**src/rtl/quad_encoder_frontend.sv**
```systemverilog
// Quadrature encoder front end: synchronise, debounce, decode steps into a
// wrapping position, and (with QUAD_VELOCITY_EN defined) measure windowed velocity.
module quad_encoder_frontend #(
    parameter int FILTER_LEN = 4,
    parameter int COUNT_W    = 16,
    parameter int VEL_WINDOW = 50000
) (
    input  logic               clk_clk,
    input  logic               reset_reset,
    input  logic               enc_a_raw,
    input  logic               enc_b_raw,
    input  logic               clear_count,
    input  logic               err_clear,
    output logic [1:0]         encoder_out,
    output logic [COUNT_W-1:0] position,
    output logic [COUNT_W-1:0] velocity,
    output logic               vel_valid,
    output logic               step,
    output logic               dir,
    output logic               quad_err
);

    localparam int FCNT_W = (FILTER_LEN > 1) ? $clog2(FILTER_LEN) : 1;

    logic [1:0]        sync1;
    logic [1:0]        sync2;
    logic [1:0]        filt;
    logic [1:0]        prev;
    logic [FCNT_W-1:0] fcnt [2];
    logic              primed;

    logic is_fwd;
    logic is_rev;
    logic step_fwd;
    logic step_rev;
    logic new_err;

    // NOTE: state is updated with non-blocking assignments so every register
    // samples the pre-edge value of its neighbours, whatever the statement order.
    always_ff @(posedge clk_clk) begin
        if (reset_reset) begin
            sync1 <= '0;
            sync2 <= '0;
            filt  <= '0;
            fcnt  <= '{default: '0};
        end else begin
            sync1 <= {enc_b_raw, enc_a_raw};
            sync2 <= sync1;
            // A channel only follows its input after FILTER_LEN consecutive mismatches.
            for (int i = 0; i < 2; i++) begin
                if (sync2[i] == filt[i]) begin
                    fcnt[i] <= '0;
                end else if (fcnt[i] == FCNT_W'(FILTER_LEN - 1)) begin
                    filt[i] <= sync2[i];
                    fcnt[i] <= '0;
                end else begin
                    fcnt[i] <= fcnt[i] + FCNT_W'(1);
                end
            end
        end
    end

    assign encoder_out = filt;

    // NOTE: both decode outputs get a default before the case so no path
    // leaves them unassigned, which would otherwise infer latches.
    always_comb begin
        is_fwd = 1'b0;
        is_rev = 1'b0;
        case (prev)
            2'b00: begin is_fwd = (filt == 2'b01); is_rev = (filt == 2'b10); end
            2'b01: begin is_fwd = (filt == 2'b11); is_rev = (filt == 2'b00); end
            2'b11: begin is_fwd = (filt == 2'b10); is_rev = (filt == 2'b01); end
            default: begin is_fwd = (filt == 2'b00); is_rev = (filt == 2'b11); end
        endcase
    end

    // The first change after reset only establishes a reference state.
    assign step_fwd = primed & is_fwd;
    assign step_rev = primed & is_rev;
    assign new_err  = primed & (&(filt ^ prev));

    always_ff @(posedge clk_clk) begin
        if (reset_reset) begin
            prev     <= '0;
            primed   <= 1'b0;
            step     <= 1'b0;
            dir      <= 1'b0;
            position <= '0;
            quad_err <= 1'b0;
        end else begin
            prev <= filt;
            if (filt != prev) begin
                primed <= 1'b1;
            end
            step <= step_fwd | step_rev;
            if (step_fwd | step_rev) begin
                dir <= step_fwd;
            end
            if (clear_count) begin
                position <= '0;
            end else if (step_fwd) begin
                position <= position + COUNT_W'(1);
            end else if (step_rev) begin
                position <= position - COUNT_W'(1);
            end
            // A fresh error wins over a simultaneous clear.
            quad_err <= new_err | (quad_err & ~err_clear);
        end
    end

`ifdef QUAD_VELOCITY_EN
    localparam int WIN_W = (VEL_WINDOW > 1) ? $clog2(VEL_WINDOW) : 1;
    localparam logic [COUNT_W-1:0] S_MAX = {1'b0, {(COUNT_W-1){1'b1}}};
    localparam logic [COUNT_W-1:0] S_MIN = {1'b1, {(COUNT_W-1){1'b0}}};

    logic [WIN_W-1:0]   wcnt;
    logic [COUNT_W-1:0] acc;
    logic [COUNT_W:0]   sum_wide;
    logic [COUNT_W-1:0] acc_sat;

    // Sign-extended accumulate of the +1/-1/0 step delta, then clamp on overflow.
    always_comb begin
        sum_wide = {acc[COUNT_W-1], acc} + {{COUNT_W{step_rev}}, step_fwd | step_rev};
        acc_sat  = sum_wide[COUNT_W-1:0];
        if (sum_wide[COUNT_W] != sum_wide[COUNT_W-1]) begin
            acc_sat = sum_wide[COUNT_W] ? S_MIN : S_MAX;
        end
    end

    always_ff @(posedge clk_clk) begin
        if (reset_reset) begin
            wcnt      <= '0;
            acc       <= '0;
            velocity  <= '0;
            vel_valid <= 1'b0;
        end else if (wcnt == WIN_W'(VEL_WINDOW - 1)) begin
            wcnt      <= '0;
            acc       <= '0;
            velocity  <= acc_sat;
            vel_valid <= 1'b1;
        end else begin
            wcnt      <= wcnt + WIN_W'(1);
            acc       <= acc_sat;
            vel_valid <= 1'b0;
        end
    end
`else
    assign velocity  = '0;
    assign vel_valid = 1'b0;
`endif

endmodule
```
**config.mk**
```make
export PLATFORM = sky130hd
export DESIGN_NAME = quad_encoder_frontend
export DESIGN_NICKNAME = d
export VERILOG_FILES = /design/src/rtl/quad_encoder_frontend.sv
export SDC_FILE = /design/constraint.sdc
export NUM_CORES = 1
export LEC_CHECK = 0
export ABC_AREA = 1
export BUFFER_PORTS_ARGS = -buffer_cell sky130_fd_sc_hd__buf_2
export CORE_MARGIN = 2
export CORE_UTILIZATION = 45
export DETAILED_ROUTE_END_ITERATION = 8
export PLACE_DENSITY = 0.73
export REMOVE_ABC_BUFFERS = 1
export SYNTH_ARGS = -nofsm -noshare
export SYNTH_HDL_FRONTEND = slang
export SYNTH_SLANG_ARGS = --single-unit
```
**constraint.sdc**
```tcl
create_clock -name clk_clk -period 3.8 [get_ports clk_clk]
set_input_delay 0.38 -clock clk_clk [delete_from_list [all_inputs] [get_ports clk_clk]]
set_output_delay 0.38 -clock clk_clk [all_outputs]
set_load 0.02 [all_outputs]
```
==> summary.md, run 1 <==
| Metric | Value |
|---|---|
| Status | `finished, final reports clean` |
| Routed WL | `4190 microns` |
| DRC | `0` |
| Reg2reg start | `encoder_out[0]` |
| Largest net degree at the start of global routing | `31` |
| Clock transition at path regs | `0.08 ns` |
| Peak supply drop | `250 uV` |
| Ant diodes | `0` |
| Yosys top cell area share | `30.4%` |
| Largest cells by area after synthesis | `dfxtp_1, nand2_1, ha_1, inv_1, buf_4` |
| Dominant cell by count in the synthesized netlist | `nand2_1` |
| Post-synth EDFFs | `0` |
| Final GP Congestion | `0.810` |
| Post-CTS Setup Repair Bufs | `0` |
| Routed via count | `1880` |
| Area leader, netlist | `dfxtp_1` |
| Global route overflow | `0` |
| Cell variety after synth | `26` |
| Multi-input logic area | `0.00117 sq mm` |
| Total negative slack | `0 ns` |
| CP dominant cell by count | `nand2_1` |
| Worst Tran Pin Value | `1.04 ns` |
| Die X | `72.4 microns` |
| Hold path startpoint | `enc_a_raw` |
| Tot GR Track Use | `17.6%` |
| Final Hold Fails | `0` |
| Startpoint types | `flop` |
| IO buf count | `26` |
| DR pass1 iterations | `4` |
| Worst EP required | `3.99 ns` |
| Pwr dens | `305 mW/mm^2` |
| Finished Cell Area | `0.00231 sq mm` |
| Clock Path Buffers | `2` |
| FFs w/ async S/R, synth | `0%` |
| Root buf cell | `clkbuf_8` |
| Syn_area_per_cell | `6.73 sq um` |
| CTS buffer count | `5` |
| Final #Nets | `363` |
| Top_reg_cell synth | `dfxtp_1` |
| CP Class | `flop to flop` |
| Lkg Pwr | `1.33 nW` |
| Die area | `0.00525 sq mm` |
| Pre-CTS setup slack | `1.35 ns` |
| Post-route worst setup slack | `1.36 ns` |
| Crit path launch | `encoder_out[0]` |
| CTS Sinks | `32` |
| DPL Wire Length | `3080 microns` |
| Tcrit/Tclk final | `64.1%` |
| Synthesized flop and latch total | `32` |
| Setup Skew | `0.00686 ns` |
| Crit path time final | `2.44 ns` |
| CTS hold repair buffers | `0` |
| Synth Warn # | `0` |
| Fillers | `454` |
| Core area | `0.00444 sq mm` |
| Fmax | `0.411 GHz` |
| FF+latch area | `641 sq um` |
| Antenna violations before repair | `0` |
| First-pass GRT wire length | `7310 microns` |
| 1st-iter DRT viols | `75` |
| Relative slew slack | `30.7%` |
| Pins Over Slew Limit | `0` |
| Crit Path Max Fanout | `19` |
| CP Capture Type | `flop` |
| Syn Inst Count | `313` |
| Max Cap Viol | `0` |
| Register area share after synthesis | `30.4%` |
| CP max stage cell | `dfxtp_1` |
| Worst skew pair latency | `0.29 ns` |
| Starting density of the core | `47.4%` |
| Detail Route Antenna Nets | `0` |
| Top post-synthesis cells by count | `nand2_1, inv_1, dfxtp_1` |
| Average wire per cell in the routed design | `10.7 microns` |
| Area Growth Syn to Fin | `9.74%` |
| Post-place instance area | `0.00220 sq mm` |
| Worst path cell trace | `xnor2_1, nor2_1, nand2_2, inv_1, fa_1, inv_1, nand3_1, nand2_1, nand2_1, nand2_1, nand2_1, nand3_1, nand2_1, nor2_1, nor2_1` |
| CP arrival | `2.62 ns` |
| H-Tree Depth | `2` |
| Row cnt | `24` |
| Fraction of layout cells with a size suffix above 1 | `11.1%` |
| CP peak stage delay | `0.44 ns` |
| Via-to-Cell Ratio | `4.78` |
| RSZ-0062 raised after global routing | `false` |
| Synthesized area | `0.00211 sq mm` |
| Number of global-route vias before repair | `1693` |
| Hold WC Path Type | `input port to flop` |
| Post-CTS Resized | `0` |
| # IOs | `44` |
| Final setup viols | `0` |
| CTS tree | `done` |
| Die span in y | `72.4 microns` |
[routing by layer]
metal / global-route usage, % / vias to the layer above / wire [microns]
met5: 0 / - / 0
li1: - / 1008 / -
met4: 7.20 / 0 / 53
met3: 4.03 / 6 / 192
met1: 22.2 / 821 / 1960
met2: 29.0 / 45 / 1980
[cell families (layout without fill, tap and decap cells)]
| group | Yosys count | in the layout | synth area share (%) |
|---|---|---|---|
| adders and majority gates | 17 | 17 | 10.5 |
| AOI/OAI and AO/OA | 50 | 50 | 12.6 |
| and+or+nand+nor | 129 | 129 | 25.5 |
| DFF | 32 | 32 | 30.4 |
| xor gates and xnor gates | 9 | 9 | 3.74 |
| other | 1 | 17 | 0.178 |
| buffers and inverters | 75 | 87 | 17.1 |
[cell type report]
type | count | share of cell area [%]
multi-input cells | 222 | 50.4
flip-flops and latches | 32 | 27.7
inverters | 53 | 8.60
repair buffers | 26 | 5.63
clock buffers | 5 | 2.98
well taps | 52 | 2.81
clock inverters | 3 | 1.84
[worst paths after layout]
| check | cells after the start | to | slack [ns] |
|---|---|---|---|
| max | 15 | position[14] | 1.36 |
| min | 3 | sync1[0] | 0.29 |
| max reg2reg | 15 | position[14] | 1.36 |
| min reg2reg | 2 | sync2[0] | 0.41 |
[power breakdown]
part           internal, mW  total [mW]  switching [mW]
sequential            0.338       0.339         0.00119
clock                 0.194       0.339           0.145
combinational       0.00432      0.0270          0.0227
[state kept, by name, summed over array words and instances (netlist names)]
name         flops
sync2            2
step             1
fcnt             4
quad_err         1
sync1            2
encoder_out      2
prev             2
primed           1
dir              1
position        16
[per-stage QoR]
stage	utilization, %	instances	hold WS (ns)	total power [mW]
3_3_place_gp	49.5	385	0.390	0.373
3_5_place_dp	49.5	385	0.398	0.374
5_1_grt	52.0	393	0.294	0.730
4_1_cts	52.0	393	0.282	0.714
6_report	52.0	393	0.289	0.705
2_1_floorplan	-	307	0.388	0.367
[layout by cell type (no fill, tap or decap), types with 5 or more instances in the layout]
master and count:
nor2_1 29, ha_1 16, clkbuf_8 5, dfxtp_1 32, buf_2 26, inv_1 53, nand3_1 20, a21oi_1 27
nand2_1 69, conb_1 17, xnor2_1 5, o21ai_0 14
[worst max-delay path, delay by kind of cell (launching register included)]
family	cells	cell delay, ns
buf+inv	2	0.18
fa+ha+maj	1	0.41
xor+xnor	1	0.16
flops	1	0.44
simple gates	11	1.15
Power figures use the tool's default switching activity.
==> run 2: changes to the inputs <==
Settings changed: PLACE_DENSITY 0.73 to 0.75.
Clock period 3.8 ns to 2.2 ns, I/O delays scaled along.
==> run 2 against run 1 <==
  * Final cell count up 4.8%
  * Wire length is 18% higher
  * Maximum frequency up 11%
  * Clock-buffer cell count up 1
  * Register-to-register slack worse by 1.4 ns
  * Clock power up 66%
  * Sequential power increased by 73%
  * Global-route usage about the same
  * Critical path type unchanged
  * Critical endpoint is now position[15]
  * Largest cell class unchanged
  * Largest power group unchanged
  * Highest routed layer unchanged
==> summary.md, run 2 (synthesis gave the netlist of run 1 again) <==
| Metric | Value |
|---|---|
| Status | `finished, final reports clean` |
| Fmax | `0.458 GHz (+11%)` |
| CTS Sinks | `32 (unchanged)` |
| IO buf count | `26 (unchanged)` |
| Die X | `72.4 microns (unchanged)` |
| Reg2Reg Depth | `11 (-4)` |
| Crit path time final | `2.19 ns (-0.250 ns)` |
| Max reg flops | `16 (unchanged)` |
| Tcrit/Tclk final | `99.3% (+35 points)` |
| Routed WL | `4950 microns (+18%)` |
| Post-place instance area | `0.00226 sq mm (+2.7%)` |
| CTS hold repair buffers | `0 (unchanged)` |
| Lkg Pwr | `1.45 nW (+8.7%)` |
| CP peak stage delay | `0.34 ns (-0.10 ns)` |
| Final hold slack | `0.133 ns (-0.156 ns)` |
| Pins Over Slew Limit | `0 (unchanged)` |
| Startpoint types | `flop` |
| Area Growth Syn to Fin | `30.3%` |
| Worst Tran Pin Value | `0.510 ns (-0.526 ns)` |
| Relative slew slack | `65.9% (+35 points)` |
| Worst path cell trace | `xnor2_2, nor2_2, nand2_4, buf_8, ha_4, a21oi_1, nand2_1, a21oi_1, nand3_1, a21oi_1, nor2_1` |
| Average wire per cell in the routed design | `12.0 microns (+13%)` |
| Most flops, register | `position` |
| Multi-input logic area | `0.00146 sq mm (+25%)` |
| CP max stage cell | `dfxtp_2` |
| CTS tree | `done` |
| Setup Skew | `0.00984 ns (+0.00298 ns)` |
| DRC | `0 (unchanged)` |
| Post-route worst setup slack | `0.0145 ns (-1.35 ns)` |
| Fraction of layout cells with a size suffix above 1 | `26.9% (+16 points)` |
| H-Tree Depth | `2 (unchanged)` |
| Via-to-Cell Ratio | `4.99 (+4.3%)` |
| GR met2 Demand/Resource | `29.5% (+0.51 points)` |
| Max Cap Viol | `0 (unchanged)` |
| Final Hold Fails | `0 (unchanged)` |
| DPL Wire Length | `3110 microns (+1.1%)` |
| Min-Delay Path Depth | `3 (unchanged)` |
| Die area | `0.00525 sq mm (unchanged)` |
| Regs by FF count | `position: 16 flops, fcnt: 4 flops` |
| Total power | `1.20 mW (+70%)` |
| First-pass GRT wire length | `7420 microns (+1.5%)` |
| RSZ-0062 raised after global routing | `true` |
| Finished Cell Area | `0.00275 sq mm (+19%)` |
| GR peak layer | `met2` |
| Crit. path cell count | `11 (-4)` |
| Detail Route Antenna Nets | `0 (unchanged)` |
| CTS buffer count | `5 (unchanged)` |
| Number of global-route vias before repair | `1832 (+8.2%)` |
| GRT met1 Usage | `21.8% (-0.39 points)` |
| Most common cell after layout, fill and taps aside | `nand2_1` |
| Pre-CTS setup slack | `-0.0386 ns (-1.39 ns)` |
| Final #Nets | `382 (+5.2%)` |
| CP arrival | `2.37 ns (-0.25 ns)` |
| Hold WC Path Type | `input port to flop` |
| CP bufs+invs | `1 (-1)` |
| Starting density of the core | `47.4% (unchanged)` |
| Final GP Congestion | `0.819 (+1.2%)` |
| Root buf cell | `clkbuf_8` |
| Final setup viols | `0 (unchanged)` |
| FF+latch area | `643 sq um (+0.39%)` |
| DR pass1 iterations | `4 (unchanged)` |
| Core area | `0.00444 sq mm (unchanged)` |
| CP Class | `flop to flop` |
| Largest net degree at the start of global routing | `31 (unchanged)` |
| Worst skew pair latency | `0.29 ns (about the same)` |
| Worst EP required | `2.38 ns (-1.61 ns)` |
| Fillers | `375 (-17%)` |
| Pwr dens | `436 mW/mm^2 (+43%)` |
| CP Capture Type | `flop` |
| Clock transition at path regs | `0.08 ns (about the same)` |
| Antenna violations before repair | `0 (unchanged)` |
| Ant diodes | `0 (unchanged)` |
| Crit Path Max Fanout | `7 (-12)` |
| Commonest non-fill, non-tap cells in the layout | `nand2_1, inv_1, dfxtp_1` |
| Row cnt | `24 (unchanged)` |
| 1st-iter DRT viols | `110 (+47%)` |
| Peak supply drop | `396 uV (+59%)` |
| Tot GR Track Use | `17.6% (about the same)` |
| Clock Path Buffers | `2 (unchanged)` |
| Met3 GRT Util | `4.86% (+0.83 points)` |
| CP dominant cell by count | `a21oi_1` |
| Die span in y | `72.4 microns (unchanged)` |
| Global route overflow | `0 (unchanged)` |
| Routed via count | `2055 (+9.3%)` |
| Crit-path leading delay family | `simple AND/OR/NAND/NOR gates` |
| # IOs | `44 (unchanged)` |
-- run 2: worst paths after layout --
path,from,endpoint,slack [ns]
hold reg to reg,sync1[1],sync2[1],0.42
setup reg to reg,encoder_out[0],position[15],0.01
hold / removal,enc_a_raw,sync1[0],0.13
setup / recovery,encoder_out[0],position[15],0.01
-- run 2: through the flow --
step | std cells | utilization, % | setup TNS (ns)
floorplan | 307 | - | -0.368
global placement | 393 | 50.9 | 0
detailed placement | 393 | 50.9 | -0.0770
CTS | 401 | 53.4 | 0
global route | 412 | 61.8 | -0.535
finish | 412 | 61.8 | 0
-- run 2: final cells by class --
cell class / count / area share (%)
clock buffers: 6 / 2.64
clock inverters: 2 / 1.28
inverters: 53 / 7.24
multi-input cells: 223 / 53.0
flip-flops and latches: 32 / 23.4
well taps: 52 / 2.37
repair buffers: 44 / 10.1
-- run 2: metal layers --
layer | part of all wire (%) | routed length (microns)
met1 | 44 | 2180
met2 | 50 | 2500
met3 | 3.9 | 195
met4 | 1.7 | 82
met5 | 0 | 0
-- run 2: what timing repair did --
item | CTS | global route
pin swaps | 0 | 18
setup buffers | 0 | 10
cloned | 0 | 1
gates resized for setup | 1 | 53
endpoints found under the setup margin | 7 | 11
-- run 2: report_power, final --
group          switching (mW)  total [mW]  internal, mW
sequential            0.00213       0.586         0.584
clock                   0.228       0.564         0.336
combinational          0.0396      0.0483       0.00869
-- run 2: worst register-to-register path, delay by kind of cell (launching register included) --
family,cells,cell delay (ns)
AOI/OAI and AO/OA,3,0.51
xor gates and xnor gates,1,0.14
adders and majority gates,1,0.23
buffers and inverters,1,0.19
DFF,1,0.34
and+or+nand+nor,5,0.66
==> run 3: changes to the inputs <==
Settings changed: CORE_MARGIN 2 to 8.
==> run 3 against run 2 <==
  * Clock skew down 0.0026 ns
  * Largest cell class unchanged
  * Non-clock buffer count down 8
  * Maximum frequency up 1.6%
  * Flip-flop and latch count unchanged
  * Final cell count down 1.5%
  * Sequential power about the same
  * Setup slack better by 0.035 ns
  * First-iteration DRC count down 23%
==> summary.md, run 3 (synthesis gave the netlist of run 1 again) <==
| Metric | Value |
|---|---|
| 1st-iter DRT viols | `85 (-23%)` |
| Starting density of the core | `45.5% (-1.9 points)` |
| CP Capture Type | `flop` |
| IO buf count | `26 (unchanged)` |
| Most common cell after layout, fill and taps aside | `nand2_1` |
| Tot GR Track Use | `12.3% (-5.3 points)` |
| Worst r2r dst | `position[14]` |
| Average wire per cell in the routed design | `12.2 microns (+1.5%)` |
| CP peak stage delay | `0.35 ns (about the same)` |
| Crit path time final | `2.15 ns (-0.0350 ns)` |
| Crit-path leading delay family | `simple AND/OR/NAND/NOR gates` |
| Startpoint types | `flop` |
| Clock transition at path regs | `0.07 ns (about the same)` |
| Final setup viols | `0 (unchanged)` |
| Relative slew slack | `65.3% (-0.55 points)` |
| Reg2reg start | `prev[1]` |
| Peak supply drop | `392 uV (-1.1%)` |
| Core area | `0.00463 sq mm (+4.2%)` |
| Regs by FF count | `position: 16 flops, fcnt: 4 flops` |
| Max reg flops | `16 (unchanged)` |
| Finished Cell Area | `0.00267 sq mm (-2.8%)` |
| Worst skew pair latency | `0.29 ns (about the same)` |
| Via-to-Cell Ratio | `4.89 (-2.0%)` |
| Detail Route Antenna Nets | `0 (unchanged)` |
| Worst EP required | `2.38 ns (about the same)` |
| # IOs | `44 (unchanged)` |
| Post-place instance area | `0.00227 sq mm (+0.44%)` |
| Total power | `1.11 mW (-7.4%)` |
| Worst Setup EP | `position[14]` |
| Final GP Congestion | `0.868 (+5.9%)` |
| Tcrit/Tclk final | `97.7% (-1.6 points)` |
| Lkg Pwr | `1.41 nW (-2.9%)` |
| Crit. path cell count | `14 (+3)` |
| Core Util, Final | `57.7% (-4.1 points)` |
| Final #Nets | `374 (-2.1%)` |
| Antenna violations before repair | `0 (unchanged)` |
| Clock Path Buffers | `2 (unchanged)` |
| CTS buffer count | `5 (unchanged)` |
| Fmax | `0.465 GHz (+1.6%)` |
| CTS tree | `done` |
| H-Tree Depth | `2 (unchanged)` |
| Flop2flop setup slack | `0.05 ns (+0.04 ns)` |
| Die area | `0.00713 sq mm (+36%)` |
| Routed WL | `4950 microns (unchanged)` |
| Number of global-route vias before repair | `1769 (-3.4%)` |
| Max Cap Viol | `0 (unchanged)` |
| Crit path launch | `prev[1]` |
| Final Non-Filler Cells | `406 (-1.5%)` |
| Row cnt | `25 (+4.2%)` |
| RSZ-0062 raised after global routing | `true` |
| Hold WC Path Type | `input port to flop` |
| DR pass1 iterations | `4 (unchanged)` |
| Status | `finished, final reports clean` |
| CP Class | `flop to flop` |
| Final Hold Fails | `0 (unchanged)` |
| Die X | `84.4 microns (+17%)` |
| Crit Path Max Fanout | `7 (unchanged)` |
| Ant diodes | `0 (unchanged)` |
| DRC | `0 (unchanged)` |
| Most flops, register | `position` |
| Die span in y | `84.4 microns (+17%)` |
| Pwr dens | `416 mW/mm^2 (-4.7%)` |
| DPL Wire Length | `3320 microns (+6.6%)` |
| Worst Tran Pin Value | `0.518 ns (+0.00821 ns)` |
| Fraction of layout cells with a size suffix above 1 | `24.4% (-2.5 points)` |
| Area Growth Syn to Fin | `26.7%` |
| Global route overflow | `0 (unchanged)` |
| First-pass GRT wire length | `7340 microns (-1.1%)` |
| CTS Sinks | `32 (unchanged)` |
| Placed insts | `396 (+0.76%)` |
| CP arrival | `2.33 ns (-0.04 ns)` |
| Worst path cell trace | `xnor2_4, nor2_4, nand2_8, buf_6, ha_4, nand2_1, nor2_1, nand2_1, nand2_1, nor2_1, nand3_1, nand2_1, nor2_1, nor2_1` |
| Largest net degree at the start of global routing | `31 (unchanged)` |
| Reg2Reg Depth | `14 (+3)` |
| Setup Skew | `0.00726 ns (-0.00258 ns)` |
| Commonest non-fill, non-tap cells in the layout | `nand2_1, inv_1, dfxtp_1` |
| CP max stage cell | `dfxtp_2` |
| Routed via count | `1985 (-3.4%)` |
| CP bufs+invs | `1 (unchanged)` |
| Root buf cell | `clkbuf_8` |
| Pins Over Slew Limit | `0 (unchanged)` |
-- run 3: repair_timing --
| item | CTS | global route |
|---|---|---|
| hold buffers | 0 | 0 |
| hold endpoints to repair | 0 | 0 |
| setup buffers | 0 | 1 |
| pin swaps | 0 | 8 |
| gates cloned | 0 | 1 |
| gates resized for setup | 2 | 45 |
| setup endpoints to repair | 4 | 11 |
-- run 3: how the worst min path moves through the flow --
stage	start	to	slack, ns	depth (start not counted)
2_1_floorplan	reset_reset	dir	0.29	1
3_3_place_gp	sync1[0]	sync2[0]	0.39	2
3_5_place_dp	sync1[0]	sync2[0]	0.41	2
4_1_cts	enc_b_raw	sync1[1]	0.13	3
5_1_grt	enc_b_raw	sync1[1]	0.14	3
6_report	enc_a_raw	sync1[0]	0.14	3
-- run 3: power breakdown --
part	internal, mW	switching [mW]	leakage (nW)
combinational	0.00863	0.0404	1.10
clock	0.249	0.226	0.0510
sequential	0.584	0.00197	0.260
total	0.842	0.268	1.41
-- run 3: final cells by class --
class / count / area, sq um
Clock buffer: 6 / 82.6
Clock inverter: 2 / 10.0
Fill cell: 420 / 1960
Inverter: 53 / 199
Multi-Input combinational cell: 223 / 1460
Sequential cell: 32 / 643
Tap cell: 54 / 67.6
Timing Repair Buffer: 36 / 209
-- run 3: worst min-delay path, stage by stage --
cell and delay (ns):
buf_2 0.09, inv_1 0.04, nor2_1 0.03
-- run 3: through the flow --
stage          hold WS [ns]  setup WS (ns)  setup TNS, ns
4_1_cts               0.134         0.0102              0
3_3_place_gp          0.391         0.0232              0
3_5_place_dp          0.409        -0.0581         -0.140
5_1_grt               0.143        -0.0994         -0.224
2_1_floorplan         0.289        -0.0786         -0.368
6_report              0.140         0.0495              0
-- run 3: layer usage --
metal,track usage [%],vias up,part of all wire [%]
met3,4.98,6,7.0
met1,12.9,901,43
met4,5.02,0,1.2
met5,0,-,0
li1,-,1029,-
met2,21.3,49,49
